===== src/rtl/cdb_arbiter_pkg.sv =====
// Shared constants for the CDB arbiter: default widths, reserved tag and source encoding.
// Purely declarative; no logic lives here.
package cdb_arbiter_pkg;

    localparam int TAG_WIDTH_DEF  = 4;
    localparam int DATA_WIDTH_DEF = 32;
    localparam int FIFO_DEPTH_DEF = 4;

    // Tag 0 means "no dependency" and is never broadcast.
    localparam int TAG_NONE = 0;

    typedef enum logic {
        SRC_ALU = 1'b0,
        SRC_LSB = 1'b1
    } cdb_src_e;

    function automatic int cnt_width(input int depth);
        return $clog2(depth) + 1;
    endfunction

endpackage


===== src/rtl/cdb_arbiter_fifo.sv =====
// Purpose: synchronous FIFO with flush, head view, occupancy count and full/empty flags.
// Latency: a pushed entry is visible at head_dat the cycle after the push.
// Backpressure: caller must not push when full or pop when empty; flush empties in one cycle.
module cdb_fifo #(
    parameter int WIDTH = 36,
    parameter int DEPTH = 4,
    localparam int AW = $clog2(DEPTH),
    localparam int CW = AW + 1
) (
    input  logic             clk_in,
    input  logic             rst_in,
    input  logic             flush,
    input  logic             push,
    input  logic [WIDTH-1:0] push_dat,
    input  logic             pop,
    output logic [WIDTH-1:0] head_dat,
    output logic [CW-1:0]    count,
    output logic             full,
    output logic             empty
);

    logic [WIDTH-1:0] mem [DEPTH];
    logic [AW-1:0]    wr_ptr;
    logic [AW-1:0]    rd_ptr;

    // Storage needs no reset; occupancy is tracked by the pointers and count alone.
    always_ff @(posedge clk_in) begin
        if (push) begin
            mem[wr_ptr] <= push_dat;
        end
    end

    always_ff @(posedge clk_in) begin
        if (rst_in || flush) begin
            wr_ptr <= '0;
            rd_ptr <= '0;
            count  <= '0;
        end else begin
            if (push) begin
                wr_ptr <= wr_ptr + 1'b1;
            end
            if (pop) begin
                rd_ptr <= rd_ptr + 1'b1;
            end
            case ({push, pop})
                2'b10:   count <= count + 1'b1;
                2'b01:   count <= count - 1'b1;
                default: count <= count;
            endcase
        end
    end

    assign head_dat = mem[rd_ptr];
    assign full     = (count == CW'(DEPTH));
    assign empty    = (count == '0);

endmodule


===== src/rtl/cdb_arbiter.sv =====
// Purpose: round-robin share of the common data bus between ALU and LSB result producers.
// Latency: 1 cycle from accept to cdb_valid when the producer's FIFO is empty and it wins.
// Backpressure: per-producer ready drops when its FIFO is full; rdy_in=0 freezes everything.
module cdb_arbiter
    import cdb_arbiter_pkg::*;
#(
    parameter int TAG_WIDTH  = TAG_WIDTH_DEF,
    parameter int DATA_WIDTH = DATA_WIDTH_DEF,
    parameter int FIFO_DEPTH = FIFO_DEPTH_DEF
) (
    input  logic                  clk_in,
    input  logic                  rst_in,
    input  logic                  rdy_in,
    input  logic                  clear,
    input  logic                  alu_valid,
    input  logic [TAG_WIDTH-1:0]  alu_tag,
    input  logic [DATA_WIDTH-1:0] alu_value,
    output logic                  alu_ready,
    input  logic                  lsb_valid,
    input  logic [TAG_WIDTH-1:0]  lsb_tag,
    input  logic [DATA_WIDTH-1:0] lsb_value,
    output logic                  lsb_ready,
    output logic                  cdb_valid,
    output logic [TAG_WIDTH-1:0]  cdb_tag,
    output logic [DATA_WIDTH-1:0] cdb_value,
    output logic                  cdb_src
);

    localparam int EW = TAG_WIDTH + DATA_WIDTH;
    localparam int CW = cnt_width(FIFO_DEPTH);

    logic          active;
    logic          alu_real, lsb_real;
    logic          alu_has, lsb_has;
    logic          grant_alu, grant_lsb;
    logic          alu_push, alu_pop, lsb_push, lsb_pop;
    logic [EW-1:0] alu_head, lsb_head;
    logic [EW-1:0] alu_cand, lsb_cand, win_dat;
    logic [CW-1:0] alu_count, lsb_count;
    logic          alu_full, lsb_full, alu_empty, lsb_empty;
    cdb_src_e      rr_ptr;

    assign active    = rdy_in && !clear && !rst_in;
    assign alu_ready = !alu_full;
    assign lsb_ready = !lsb_full;

    // Tag-0 results are consumed from the producer but never become candidates.
    assign alu_real = alu_valid && alu_ready && active && (alu_tag != TAG_WIDTH'(TAG_NONE));
    assign lsb_real = lsb_valid && lsb_ready && active && (lsb_tag != TAG_WIDTH'(TAG_NONE));

    assign alu_has  = active && ((alu_count != '0) || alu_real);
    assign lsb_has  = active && ((lsb_count != '0) || lsb_real);
    assign alu_cand = alu_empty ? {alu_tag, alu_value} : alu_head;
    assign lsb_cand = lsb_empty ? {lsb_tag, lsb_value} : lsb_head;

    // rr_ptr names the side that wins a tie; it flips away from each winner.
    assign grant_lsb = lsb_has && (!alu_has || (rr_ptr == SRC_LSB));
    assign grant_alu = alu_has && !grant_lsb;
    assign win_dat   = grant_lsb ? lsb_cand : alu_cand;

    assign alu_pop  = grant_alu && !alu_empty;
    assign lsb_pop  = grant_lsb && !lsb_empty;
    assign alu_push = alu_real && !(grant_alu && alu_empty);
    assign lsb_push = lsb_real && !(grant_lsb && lsb_empty);

    cdb_fifo #(.WIDTH(EW), .DEPTH(FIFO_DEPTH)) u_alu_fifo (
        .clk_in   (clk_in),
        .rst_in   (rst_in),
        .flush    (clear),
        .push     (alu_push),
        .push_dat ({alu_tag, alu_value}),
        .pop      (alu_pop),
        .head_dat (alu_head),
        .count    (alu_count),
        .full     (alu_full),
        .empty    (alu_empty)
    );

    cdb_fifo #(.WIDTH(EW), .DEPTH(FIFO_DEPTH)) u_lsb_fifo (
        .clk_in   (clk_in),
        .rst_in   (rst_in),
        .flush    (clear),
        .push     (lsb_push),
        .push_dat ({lsb_tag, lsb_value}),
        .pop      (lsb_pop),
        .head_dat (lsb_head),
        .count    (lsb_count),
        .full     (lsb_full),
        .empty    (lsb_empty)
    );

    always_ff @(posedge clk_in) begin
        if (rst_in || clear) begin
            rr_ptr    <= SRC_ALU;
            cdb_valid <= 1'b0;
            cdb_tag   <= '0;
            cdb_value <= '0;
            cdb_src   <= SRC_ALU;
        end else if (rdy_in) begin
            if (grant_alu || grant_lsb) begin
                rr_ptr    <= grant_alu ? SRC_LSB : SRC_ALU;
                cdb_valid <= 1'b1;
                cdb_tag   <= win_dat[EW-1:DATA_WIDTH];
                cdb_value <= win_dat[DATA_WIDTH-1:0];
                cdb_src   <= grant_lsb ? SRC_LSB : SRC_ALU;
            end else begin
                cdb_valid <= 1'b0;
                cdb_tag   <= '0;
                cdb_value <= '0;
                cdb_src   <= SRC_ALU;
            end
        end
    end

endmodule


===== config.mk =====
export PLATFORM = sky130hd
export DESIGN_NAME = cdb_arbiter
export DESIGN_NICKNAME = d
export VERILOG_FILES = /design/src/rtl/cdb_arbiter_pkg.sv /design/src/rtl/cdb_arbiter_fifo.sv /design/src/rtl/cdb_arbiter.sv
export SDC_FILE = /design/constraint.sdc
export NUM_CORES = 1
export LEC_CHECK = 0
export BUFFER_PORTS_ARGS = -buffer_cell sky130_fd_sc_hd__buf_2
export CAP_MARGIN = 20
export CORE_ASPECT_RATIO = 1.25
export CORE_MARGIN = 4
export CORE_UTILIZATION = 40
export CTS_CLUSTER_SIZE = 8
export DETAILED_ROUTE_END_ITERATION = 16
export PLACE_DENSITY = 0.63
export SETUP_SLACK_MARGIN = 0.2
export SKIP_LAST_GASP = 1
export SLEW_MARGIN = 20
export SYNTH_ARGS = -nofsm -noshare
export SYNTH_HDL_FRONTEND = slang
export SYNTH_SLANG_ARGS = --single-unit

===== constraint.sdc =====
create_clock -name clk_in -period 4.05 [get_ports clk_in]
set_input_delay 0.405 -clock clk_in [delete_from_list [all_inputs] [get_ports clk_in]]
set_output_delay 0.405 -clock clk_in [all_outputs]
set_load 0.01 [all_outputs]

# Word level (Yosys, flattened, before mapping)
# Memory sizes are Yosys's and may differ from the RTL's. A register that Yosys moved wholly into a read port is not among the register bits.
# Index checks and enable logic that the tools add are counted.
# classes
n_eq_ne	6
mux	19
n_reduce_logical	42
n_addsub	8
# op_table
cell	n
$mux W36	3
$mux W32	1
$logic_and A1 B1 Y1	18
$pmux W3 S2	2
$logic_not A1 Y1	10
$add A2 B1 Y2 const B	4
$mux W1	8
$mux W2	4
$reduce_bool A4 Y1	2
$add A3 B1 Y3 const B	2
$eq A3 B3 Y1 const B	2
$logic_not A3 Y1	2
$reduce_bool A3 Y1	2
$sub A3 B1 Y3 const B	2
$logic_or A1 B1 Y1	5
$eq A2 B1 Y1 const B	2
$eq A2 B2 Y1 const B	2
$mux W4	1
$reduce_bool A2 Y1	2
$reduce_and A2 Y1	1
# word_totals
elab_cells	88
inputBits	78
memories	2
reg_bits	53
ramBits	288
out_inout_bits	40
# mem_list
name	words	word_bits	rd	rd_clocked_by_memory_dff	wr	line_no	rtl
u_alu_fifo.mem	4	36	1	1	1	cdb_arbiter_fifo.sv:22	logic [WIDTH-1:0] mem [DEPTH];
u_lsb_fifo.mem	4	36	1	1	1	cdb_arbiter_fifo.sv:22	

# Logic depth before layout (Yosys ltp)
# Gate-level depths: netlist of run 1.
# depth
ltp_word	17
ltp_mapped	12
ltp_nobuf	10

# Hierarchy
# Synthesis of run 1 repeated with hierarchy kept, for this count alone.
# unflattened
cells_unflattened	790
area_unflattened_um2	14301.2
# modules_own_cells
mod	area_per_inst_um2	instances	cells_each
cdb_fifo	5689.2	2	236
cdb_arbiter	2922.8	1	318

# Worst setup path after synthesis of run 1
# No wires, ideal clock.
# synth_path
kind	input-to-reg
startpoint	in clear
endpoint	reg u_alu_fifo.count[2]
setup_time_ps	70
path_stages	11
arrival_ps	2613
path_slack_ps	1367
required_time_ps	3980
path_cell_list	or3b_1 clkbuf_1 a21oi_1 buf_2 and3_1 ha_1 inv_1 fa_1 xor2_1 or3_1 a21oi_1
# synth_via
word_cells_on_any_way	25
classes_between	2 x eq/ne; 1 x mux; 22 x reduce/logical
# synth_lines
element	line_no	rtl
start: declaration	cdb_arbiter.sv:14	input logic clear,
$logic_not A1 Y1 (*)	cdb_arbiter.sv:43	assign active = rdy_in && !clear && !rst_in;
$logic_and A1 B1 Y1 (*) (2 in a row)	cdb_arbiter.sv:43	
$logic_and A1 B1 Y1 (2 in a row)	cdb_arbiter.sv:48	assign alu_real = alu_valid && alu_ready && active && (alu_tag != TAG_WIDTH'(TAG_NONE));
$logic_or A1 B1 Y1	cdb_arbiter.sv:51	assign alu_has = active && ((alu_count != '0) || alu_real);
$logic_and A1 B1 Y1	cdb_arbiter.sv:51	
$logic_not A1 Y1	cdb_arbiter.sv:57	assign grant_lsb = lsb_has && (!alu_has || (rr_ptr == SRC_LSB));
$logic_or A1 B1 Y1	cdb_arbiter.sv:57	
$logic_and A1 B1 Y1	cdb_arbiter.sv:57	
$logic_not A1 Y1	cdb_arbiter.sv:58	assign grant_alu = alu_has && !grant_lsb;
$logic_and A1 B1 Y1 (*)	cdb_arbiter.sv:58	
$logic_and A1 B1 Y1 (*)	cdb_arbiter.sv:61	assign alu_pop = grant_alu && !alu_empty;
named net alu_pop	cdb_arbiter.sv:36	logic alu_push, alu_pop, lsb_push, lsb_pop;
$eq A2 B1 Y1 or $eq A2 B2 Y1 (tied branches)	cdb_arbiter_fifo.sv:45	case ({push, pop})
$pmux W3 S2 or $reduce_bool A2 Y1 (tied branches)	n/a	
end signal: assignment	cdb_arbiter_fifo.sv:46	2'b10: count <= count + 1'b1;
end signal: assignment	cdb_arbiter_fifo.sv:47	2'b01: count <= count - 1'b1;
end signal: assignment	cdb_arbiter_fifo.sv:48	default: count <= count;
end: declaration	cdb_arbiter_fifo.sv:17	output logic [CW-1:0] count,
# Mark *: on every way through the listed nets, which the timed path passes. The rest lies on a longest branch.
# A chain may end at the register's enable or synchronous reset.

# Final worst setup path of run 1
# layout_path
startpoint	reg u_alu_fifo.count[0]
endpoint	reg u_lsb_fifo.count[2]
# layout_via
elab_chain_len	15
word_cells_on_any_way	19
classes_between	3 x eq/ne; 1 x mux; 15 x reduce/logical
# layout_lines
element	line_no	rtl
$eq A3 B3 Y1	cdb_arbiter_fifo.sv:54	assign full = (count == CW'(DEPTH));
$logic_not A1 Y1	cdb_arbiter.sv:44	assign alu_ready = !alu_full;
$logic_and A1 B1 Y1 (3 in a row)	cdb_arbiter.sv:48	
$logic_or A1 B1 Y1 (*)	cdb_arbiter.sv:51	
$logic_and A1 B1 Y1 (*)	cdb_arbiter.sv:51	
$logic_not A1 Y1 (*)	cdb_arbiter.sv:57	
$logic_or A1 B1 Y1 (*)	cdb_arbiter.sv:57	
$logic_and A1 B1 Y1 (*)	cdb_arbiter.sv:57	
$logic_and A1 B1 Y1	cdb_arbiter.sv:64	assign lsb_push = lsb_real && !(grant_lsb && lsb_empty);
$logic_not A1 Y1	cdb_arbiter.sv:64	
$logic_and A1 B1 Y1	cdb_arbiter.sv:64	
$eq A2 B1 Y1 or $eq A2 B2 Y1 (tied branches)	cdb_arbiter_fifo.sv:45	
$pmux W3 S2 or $reduce_bool A2 Y1 (tied branches)	n/a	
end signal: assignment	cdb_arbiter_fifo.sv:46	
end signal: assignment	cdb_arbiter_fifo.sv:47	
end signal: assignment	cdb_arbiter_fifo.sv:48	
end: declaration	cdb_arbiter_fifo.sv:17	
# Every way passes the cells marked *; elsewhere a longest branch is shown, timed or not.

==> run summary, run 1 <==
GLOBAL ROUTING
---------------------------------------------------------------------------------
Aggregate global routing overflow                                               0
First-pass GRT wire length                                                47.0 mm
Maximum number of pins on one net before global-route repair                   40
Vias in the first global route                                              7,952
Global Route Usage Sum                                                      0.159
Number of antenna violations at the first check in global routing               2

CTS
---------------------------------------------------------------------------------
Total setup buffers inserted after CTS                                          0
CTS tree                                                                    built
Sink count of the clock tree                                                  345
Hold-fix buffers at CTS                                                         0
Clock transition at path regs                                             0.05 ns
PostCTS Resize Cnt                                                              0
Number of buffers on the longest clock path                                     3
Source-to-sink clock delay at the later pin of the worst-skew pair        0.55 ns
Master cell of the clock root buffer                                    clkbuf_16
Number of buffers inserted during clock tree synthesis                         49
CTS HTree Levels                                                                2

DRT
---------------------------------------------------------------------------------
Starting DRT DRC Count                                                        471
Residual antenna-violating net count after detailed routing                     0
Vias after detailed routing                                                 7,558
Wire per inst                                                             21.2 µm
Drt first pass iters                                                            5
Drt drc                                                                         0
Total Wirelength                                                          30.5 mm
Via density per instance                                                     5.24

SYNTH
---------------------------------------------------------------------------------
Total standard cell area after synthesis                               14,000 µm²
Number of synthesized flops with an enable pin                                288
Number of distinct library cells after synthesis                               44
Top cells by count, synth                                            edfxtp_1, mux4_2, mux2_2
Flop and latch count out of synthesis                                         345
Most repeated cell in the gate-level netlist after synthesis             edfxtp_1
Cells taking the most area after synthesis                           edfxtp_1, mux4_2, dfxtp_1, mux2_2, a21oi_1
Total of warnings raised by yosys                                               0
Synthesized area divided by synthesized cell count                       17.7 µm²
Sequential element share of the synthesized area                            0.697
Post-synthesis cell type with the largest combined area                  edfxtp_1
Number of cells produced by synthesis                                         795
Top-area cell type share of the netlist area                                0.616
Async set-reset flop share out of synthesis                                     0
Post-synth top flop                                                      edfxtp_1
Syn_nets                                                                      885

WORST SETUP PATH
---------------------------------------------------------------------------------
Longest individual stage delay on the worst path                          0.66 ns
Most frequent cell on the critical path                                     inv_1
Count of cell instances traversed by the critical path                         10
Reg2Reg Capture Point                                                u_lsb_fifo.count[2]
Worst setup path end                                                 u_lsb_fifo.count[2]
Critical path's top delay family                                     simple AND/OR/NAND/NOR gates
Beginning of the worst register-to-register path                     u_alu_fifo.count[0]
Length in cells of the worst reg-to-reg path                                   10
Critical path launch point                                           u_alu_fifo.count[0]
Slack of the worst reg-to-reg path                                        1.23 ns
Classification of the worst setup path                               flop to flop
Required @ worst endpoint                                                 4.51 ns
Critical-path top delay cell                                               nor3_1
Max Fanout on Critical Path                                                     6
Buffers and inverters on the worst path                                         2
Crit path cell chain                                                 nor3_1 -> a211o_1 -> a211oi_2 -> inv_1 -> ha_1 -> inv_1 -> fa_1 -> xor2_1 -> or3_1 -> a21oi_1
Arrival time of data at the critical path endpoint                        3.28 ns
Endpoint type of the worst setup path                                        flop
Critical Path Source Type                                                    flop

PLACE
---------------------------------------------------------------------------------
Cell Count Post-Placement                                                   1,350
PortBufs                                                                      117
Routability congestion estimate                                             0.772
Post-Place Cell Area                                                   15,100 µm²
Half-perimeter wire length of the detailed placement result               19.1 mm

POWER AND IR DROP
---------------------------------------------------------------------------------
PD cells                                                               473 nW/µm²
Power Total                                                               7.85 mW
Leak Pwr                                                                  5.43 nW
Peak supply drop                                                         0.278 mV

FLOORPLAN
---------------------------------------------------------------------------------
Floorplan die height                                                       218 µm
Initial standard-cell utilization of the core                               0.406
Die outline area                                                       38,200 µm²
Std-Cell Core Area                                                     34,600 µm²
Top-level I/O count                                                           118
Row cnt                                                                        76
Width of the die                                                           176 µm

STA
---------------------------------------------------------------------------------
Worst Clk Skew                                                          0.0211 ns
Final Cycle Share                                                           0.696
Final number of hold-violating endpoints                                        0
Unrepaired setup endpoints after global routing                             false
Relative slew slack                                                         0.483
Total Neg Setup Slack                                                        0 ns
Worst hold slack after final layout                                     0.0794 ns
Maximum achievable frequency                                              355 MHz
Period minus WS final                                                     2.82 ns
Pins Over Slew Limit                                                            0
Number of endpoints failing setup at the final stage                            0
Least-Margin Pin Slew                                                    0.770 ns

OUTCOME
---------------------------------------------------------------------------------
Status                                                               finished, final reports clean

LAYOUT
---------------------------------------------------------------------------------
Total Nets Final                                                            1,023
Layout overhead on the synthesized area                                     18.1%
Count of non-filler cells in the finished layout                            1,443
Fraction of final layout cells with drive strength greater than 1           0.362
Non-Filler Cell Area, Final                                            16,600 µm²

JOB
---------------------------------------------------------------------------------
Max Cap Viol                                                                    0

HOLD PATH
---------------------------------------------------------------------------------
Class of the most critical hold timing path                          primary input to flop

-- cell families after synthesis --
family,Yosys count,share of synthesized area
compound gates,132,0.0557
simple gates,81,0.0290
mux,150,0.178
fa+ha+maj,12,0.0118
xor+xnor,4,0.00249
buf+inv,71,0.0257
flops,345,0.697
-- how the worst min path moves through the flow --
stage	startpoint	to	slack, ns	depth (start not counted)
2_1_floorplan	u_lsb_fifo.rd_ptr[1]	flop	0.43	1
3_3_place_gp	u_alu_fifo.rd_ptr[1]	flop	0.44	1
3_5_place_dp	u_alu_fifo.rd_ptr[1]	u_alu_fifo.rd_ptr[1]	0.45	1
4_1_cts	lsb_value[24]	u_lsb_fifo.mem[1][24]	0.05	1
5_1_grt	lsb_value[16]	u_lsb_fifo.mem[2][16]	0.06	1
6_report	lsb_value[17]	u_lsb_fifo.mem[2][17]	0.08	1
-- routing by layer --
metal	part of all wire	vias to the layer above	global-route usage	routed length, µm
met5	0.00043	-	0	13
met4	0.031	2	0.0562	958
met3	0.047	58	0.0364	1440
met2	0.48	161	0.258	14700
met1	0.44	3851	0.214	13400
li1	-	3486	-	-
-- state kept, by name, summed over array words and instances (netlist names), 2 cells and up, named ones only --
signal,flops
cdb_tag,4
cdb_value,32
u_alu_fifo.count,3
u_alu_fifo.mem,144
u_alu_fifo.rd_ptr,2
u_alu_fifo.wr_ptr,2
u_lsb_fifo.count,3
u_lsb_fifo.mem,144
u_lsb_fifo.rd_ptr,2
u_lsb_fifo.wr_ptr,2
-- power by group --
group	total [mW]	switching, mW	internal [mW]
Clock	3.74	1.40	2.33
Combinational	0.241	0.148	0.0933
Sequential	3.87	0.0106	3.86
Total	7.85	1.56	6.29
-- cell usage in the layout (no fill, tap or decap), types with 3 or more instances in the layout --
cell type / n
mux2_2: 66
nand4_1: 3
mux2i_1: 6
mux4_2: 72
buf_2: 117
xor2_1: 4
nand3_1: 38
dfxtp_1: 55
inv_1: 14
a21oi_1: 49
nand2_1: 11
edfxtp_1: 288
nor2_1: 9
and2_1: 6
o21ai_0: 35
mux2_4: 4
clkbuf_1: 37
a31oi_1: 32
clkbuf_16: 51
buf_4: 24
diode_2: 3
a32oi_1: 4
ha_1: 10
or3_1: 3
-- final cells by class --
cell class	instances	area, µm²
diodes	3	7.51
clock buffers	88	1420
clock inverters	2	17.5
fillers	2999	18000
inverters	16	60.1
multi-input cells	379	3930
flip-flops and latches	345	9790
well taps	468	586
repair buffers	142	786
-- per-stage QoR --
| step | setup slack (ns) | util |
|---|---|---|
| after floorplan | 1.37 | - |
| after global placement | 1.06 | 0.438 |
| after detailed placement | 1.00 | 0.438 |
| after CTS | 1.27 | 0.479 |
| after global routing | 1.05 | 0.479 |
| final | 1.23 | 0.479 |
No activity file was read; power rests on OpenSTA's default activity.
==> run 2, diff against run 1 <==
- clock period: 4.05 -> 2.91 ns (I/O delays scaled with it)
==> run 2 against run 1 <==
Compared with the run above:
- first-iteration DRC count up 2.3%
- sequential share of layout area shrank 2.8 points
- combinational power grew 73%
- sequential power up 39%
- global-route usage is 0.16 points higher
- clock power grew 39%
==> run summary, run 2 (synthesized netlist as in run 1, its figures left out) <==
HOLD PATH
---------------------------------------------------------------------------------
Class of the most critical hold timing path                          primary input to flop

STA
---------------------------------------------------------------------------------
Relative slew slack                                                         0.594
Worst hold slack after final layout                                     0.0307 ns
Final number of hold-violating endpoints                                        0
Total Neg Setup Slack                                                        0 ns
Least-Margin Pin Slew                                                    0.609 ns
Final Cycle Share                                                           0.898
Period minus WS final                                                     2.61 ns
Number of endpoints failing setup at the final stage                            0
Maximum achievable frequency                                              383 MHz
Pins Over Slew Limit                                                            0
Unrepaired setup endpoints after global routing                             false
Worst Clk Skew                                                          0.0236 ns

DRT
---------------------------------------------------------------------------------
Residual antenna-violating net count after detailed routing                     0
Vias after detailed routing                                                 7,861
Total Wirelength                                                          30.7 mm
Wire per inst                                                             20.2 µm
Drt drc                                                                         0
Starting DRT DRC Count                                                        482
Drt first pass iters                                                            7
Via density per instance                                                     5.17

FLOORPLAN
---------------------------------------------------------------------------------
Initial standard-cell utilization of the core                               0.406
Die outline area                                                       38,200 µm²
Top-level I/O count                                                           118
Std-Cell Core Area                                                     34,600 µm²
Row cnt                                                                        76
Floorplan die height                                                       218 µm
Width of the die                                                           176 µm

WORST SETUP PATH
---------------------------------------------------------------------------------
Arrival time of data at the critical path endpoint                        3.09 ns
Classification of the worst setup path                               primary input to flop
Critical Path Source Type                                            primary input
Endpoint type of the worst setup path                                        flop
Required @ worst endpoint                                                 3.38 ns
Max Fanout on Critical Path                                                     6

GLOBAL ROUTING
---------------------------------------------------------------------------------
Aggregate global routing overflow                                               0
Global Route Usage Sum                                                      0.161
First-pass GRT wire length                                                48.0 mm
Vias in the first global route                                              8,343
Maximum number of pins on one net before global-route repair                   40
Number of antenna violations at the first check in global routing               1

LAYOUT
---------------------------------------------------------------------------------
Commonest non-fill, non-tap cell in the layout                           edfxtp_1
Registers with the most flip-flops                                   u_alu_fifo.mem: 144 flops, u_lsb_fifo.mem: 144 flops, cdb_value: 32 flops
Area of combinational cells with multiple inputs                         3940 µm²
Layout overhead on the synthesized area                                     24.0%
Seq. cell area                                                           9790 µm²
Fraction of final layout cells with drive strength greater than 1           0.345
Fill cell total of the finished layout                                      2,896
Util after Layout                                                           0.503
Total Nets Final                                                            1,101
Most frequent cells in the layout                                    edfxtp_1, buf_2, mux4_2

JOB
---------------------------------------------------------------------------------
Max Cap Viol                                                                    0

POWER AND IR DROP
---------------------------------------------------------------------------------
Leak Pwr                                                                  5.78 nW
Power Total                                                               11.0 mW
PD cells                                                               633 nW/µm²
Peak supply drop                                                         0.375 mV

CTS
---------------------------------------------------------------------------------
Sink count of the clock tree                                                  345
CTS tree                                                                    built
Source-to-sink clock delay at the later pin of the worst-skew pair        0.55 ns
Clock transition at path regs                                             0.05 ns
Master cell of the clock root buffer                                    clkbuf_16
Number of buffers on the longest clock path                                     3
Number of buffers inserted during clock tree synthesis                         49
CTS HTree Levels                                                                2

OUTCOME
---------------------------------------------------------------------------------
Status                                                               finished, final reports clean

PLACE
---------------------------------------------------------------------------------
Half-perimeter wire length of the detailed placement result               19.1 mm
Routability congestion estimate                                             0.811
PortBufs                                                                      117

[run 2: layout make-up]
cell class	count	share of cell area
clock buffer	90	0.0817
timing repair buffer	220	0.0914
inverter	16	0.00345
antenna	1	0.000144
multi-input combinational	379	0.226
tap	468	0.0336
clock inverter	2	0.00101
sequential	345	0.562
[run 2: timing repair]
| action | in CTS | in global routing |
|---|---|---|
| setup endpoints to repair | 0 | 1 |
| setup buffers | 0 | 2 |
| hold buffers | 68 | 0 |
| resized for setup | 0 | 2 |
| hold endpoints to repair | 272 | 0 |
[run 2: per-layer routing]
layer | vias up | track usage | wire [µm]
li1 | 3646 | - | -
met1 | 3977 | 0.208 | 12900
met2 | 188 | 0.273 | 15500
met3 | 50 | 0.0329 | 1450
met4 | 0 | 0.0541 | 843
met5 | - | 0 | 0
[run 2: final timing paths]
kind              slack [ns]  cells past startpoint               endpoint            startpoint
setup / recovery        0.30                     13    u_alu_fifo.count[2]            lsb_tag[2]
hold / removal          0.03                      1  u_alu_fifo.mem[3][32]            alu_tag[0]
setup reg to reg        0.44                     10    u_alu_fifo.count[2]   u_lsb_fifo.count[2]
hold reg to reg         0.45                      1   u_alu_fifo.rd_ptr[1]  u_alu_fifo.rd_ptr[1]
[run 2: where the power goes]
part           internal [mW]  switching (mW)
logic                  0.195           0.224
registers               5.38          0.0132
clock network           3.26            1.95
total                   8.83            2.19
[run 2: worst max-delay path: stages]
cell and delay, ns:
dlygate4sd3_1 0.55, buf_2 0.17, o41ai_4 0.22, buf_4 0.19, a21oi_1 0.07, o31a_1 0.27
inv_2 0.09, ha_2 0.19, inv_1 0.05, fa_1 0.37, xor2_1 0.16, or3_1 0.32
a21oi_1 0.14
[run 2: through the flow]
stage	std cells	cell area (µm²)	setup WS [ns]
finish	1521	17400	0.296
global route	1521	17400	0.184
CTS	1518	17400	0.265
detailed placement	1358	15300	0.189
global placement	1358	15300	0.269
floorplan	795	14000	0.341
==> run 3, diff against run 2 <==
- CORE_UTILIZATION: 40 -> 38
- PLACE_DENSITY: 0.63 -> 0.61
- SETUP_SLACK_MARGIN: 0.2 -> not set
==> run 3 against run 2 <==
Compared with the run above:
- clock-buffer cell count down 3
- global-route usage fell by 0.11 points
- critical path type unchanged
- maximum frequency shrank 4.5%
- critical endpoint unchanged
==> run summary, run 3 (synthesized netlist as in run 1, its figures left out) <==
STA
---------------------------------------------------------------------------------
Maximum achievable frequency                                              365 MHz
Total Neg Setup Slack                                                        0 ns
Final number of hold-violating endpoints                                        0
Worst Clk Skew                                                          0.0134 ns
Unrepaired setup endpoints after global routing                             false
Relative slew slack                                                         0.584
Final worst-path setup slack                                             0.171 ns
Least-Margin Pin Slew                                                    0.623 ns
Final Cycle Share                                                           0.941
Period minus WS final                                                     2.74 ns
Pins Over Slew Limit                                                            0
Number of endpoints failing setup at the final stage                            0

DRT
---------------------------------------------------------------------------------
Vias after detailed routing                                                 7,974
Wire per inst                                                             21.1 µm
Starting DRT DRC Count                                                        588
Drt drc                                                                         0
Residual antenna-violating net count after detailed routing                     0
Via density per instance                                                     5.22
Drt first pass iters                                                            4
Total Wirelength                                                          32.3 mm

WORST SETUP PATH
---------------------------------------------------------------------------------
Max Fanout on Critical Path                                                     6
Required @ worst endpoint                                                 3.38 ns
Crit path cell chain                                                 dlygate4sd3_1 -> buf_2 -> o41ai_2 -> buf_4 -> a21oi_1 -> o31a_1 -> inv_2 -> ha_1 -> inv_1 -> fa_1 -> xor2_1 -> or3_1 -> a21oi_1
Buffers and inverters on the worst path                                         5
Critical-path top delay cell                                         dlygate4sd3_1
Longest individual stage delay on the worst path                          0.53 ns
Most frequent cell on the critical path                                   a21oi_1
Classification of the worst setup path                               primary input to flop
Arrival time of data at the critical path endpoint                        3.21 ns
Endpoint type of the worst setup path                                        flop
Critical path's top delay family                                     buffers and inverters
Critical Path Source Type                                            primary input

FLOORPLAN
---------------------------------------------------------------------------------
Top-level I/O count                                                           118
Width of the die                                                           180 µm
Floorplan die height                                                       223 µm
Die outline area                                                       40,100 µm²
Std-Cell Core Area                                                     36,400 µm²
Initial standard-cell utilization of the core                               0.386
Row cnt                                                                        78

LAYOUT
---------------------------------------------------------------------------------
Ant. Diodes                                                                     0
Non-Filler Cell Area, Final                                            17,300 µm²
Registers with the most flip-flops                                   u_alu_fifo.mem: 144 flops, u_lsb_fifo.mem: 144 flops, cdb_value: 32 flops
Total Nets Final                                                            1,100
Commonest non-fill, non-tap cell in the layout                           edfxtp_1
Layout overhead on the synthesized area                                     23.4%
Most frequent cells in the layout                                    edfxtp_1, buf_2, mux4_2
Fraction of final layout cells with drive strength greater than 1           0.345

PLACE
---------------------------------------------------------------------------------
Half-perimeter wire length of the detailed placement result               19.8 mm
Pre-CTS setup slack                                                      0.171 ns
PortBufs                                                                      117
Post-Place Cell Area                                                   15,300 µm²
Routability congestion estimate                                             0.768

POWER AND IR DROP
---------------------------------------------------------------------------------
PD cells                                                               629 nW/µm²
Peak supply drop                                                         0.294 mV
Leak Pwr                                                                  5.75 nW

HOLD PATH
---------------------------------------------------------------------------------
Class of the most critical hold timing path                          primary input to flop

CTS
---------------------------------------------------------------------------------
PostCTS Resize Cnt                                                              0
CTS tree                                                                    built
Total setup buffers inserted after CTS                                          0
Clock transition at path regs                                             0.05 ns
Number of buffers inserted during clock tree synthesis                         49
Hold-fix buffers at CTS                                                        67
Source-to-sink clock delay at the later pin of the worst-skew pair        0.54 ns
Sink count of the clock tree                                                  345
Master cell of the clock root buffer                                    clkbuf_16
CTS HTree Levels                                                                2
Number of buffers on the longest clock path                                     3

GLOBAL ROUTING
---------------------------------------------------------------------------------
Vias in the first global route                                              8,476
Number of antenna violations at the first check in global routing               0
Aggregate global routing overflow                                               0
Maximum number of pins on one net before global-route repair                   40
First-pass GRT wire length                                                50.3 mm
Global Route Usage Sum                                                      0.160

JOB
---------------------------------------------------------------------------------
Max Cap Viol                                                                    0

OUTCOME
---------------------------------------------------------------------------------
Status                                                               finished, final reports clean

==> run 3: power breakdown <==
group	leakage (nW)	internal (mW)	total, mW	switching, mW
clock	0.653	3.13	5.09	1.96
combinational	2.04	0.191	0.418	0.227
sequential	3.05	5.38	5.39	0.0134
==> run 3: final timing paths <==
check | start | endpoint | slack, ns | cells past startpoint
worst max-delay path | lsb_tag[0] | u_alu_fifo.count[2] | 0.17 | 13
worst min-delay path | lsb_tag[2] | u_lsb_fifo.mem[1][34] | 0.03 | 1
worst max register to register | u_lsb_fifo.count[2] | u_alu_fifo.count[2] | 0.44 | 11
worst min register to register | u_alu_fifo.rd_ptr[1] | u_alu_fifo.rd_ptr[1] | 0.45 | 1
==> run 3: cell type report <==
cell class                      count  area [µm²]
Fill cell                        3105       19100
Sequential cell                   345        9790
Multi-Input combinational cell    379        3930
Timing Repair Buffer              219        1580
Clock buffer                       87        1370
Tap cell                          480         601
Inverter                           16        60.1
Clock inverter                      1        8.76
==> run 3: metrics by stage <==
step	instances	power [mW]	hold slack [ns]	utilization
global placement	1372	5.82	0.442	0.420
finish	1527	10.9	0.0346	0.476
CTS	1527	11.0	0.0115	0.476
global route	1527	11.3	0.0215	0.476
floorplan	795	5.64	0.390	-
detailed placement	1372	5.83	0.449	0.420
==> run 3: per-layer routing <==
metal	GRT usage	part of all wire
met1	0.208	0.43
met2	0.269	0.49
met3	0.0325	0.047
met4	0.0553	0.031
met5	0	0
==> run 3: worst register-to-register path: stages, from the launching register on <==
cell and delay (ns):
dfxtp_1 0.35, nor3_1 0.20, buf_4 0.18, a21oi_1 0.08, o31a_1 0.27, inv_2 0.09
ha_1 0.19, inv_1 0.06, fa_1 0.37, xor2_1 0.16, or3_1 0.30, a21oi_1 0.14
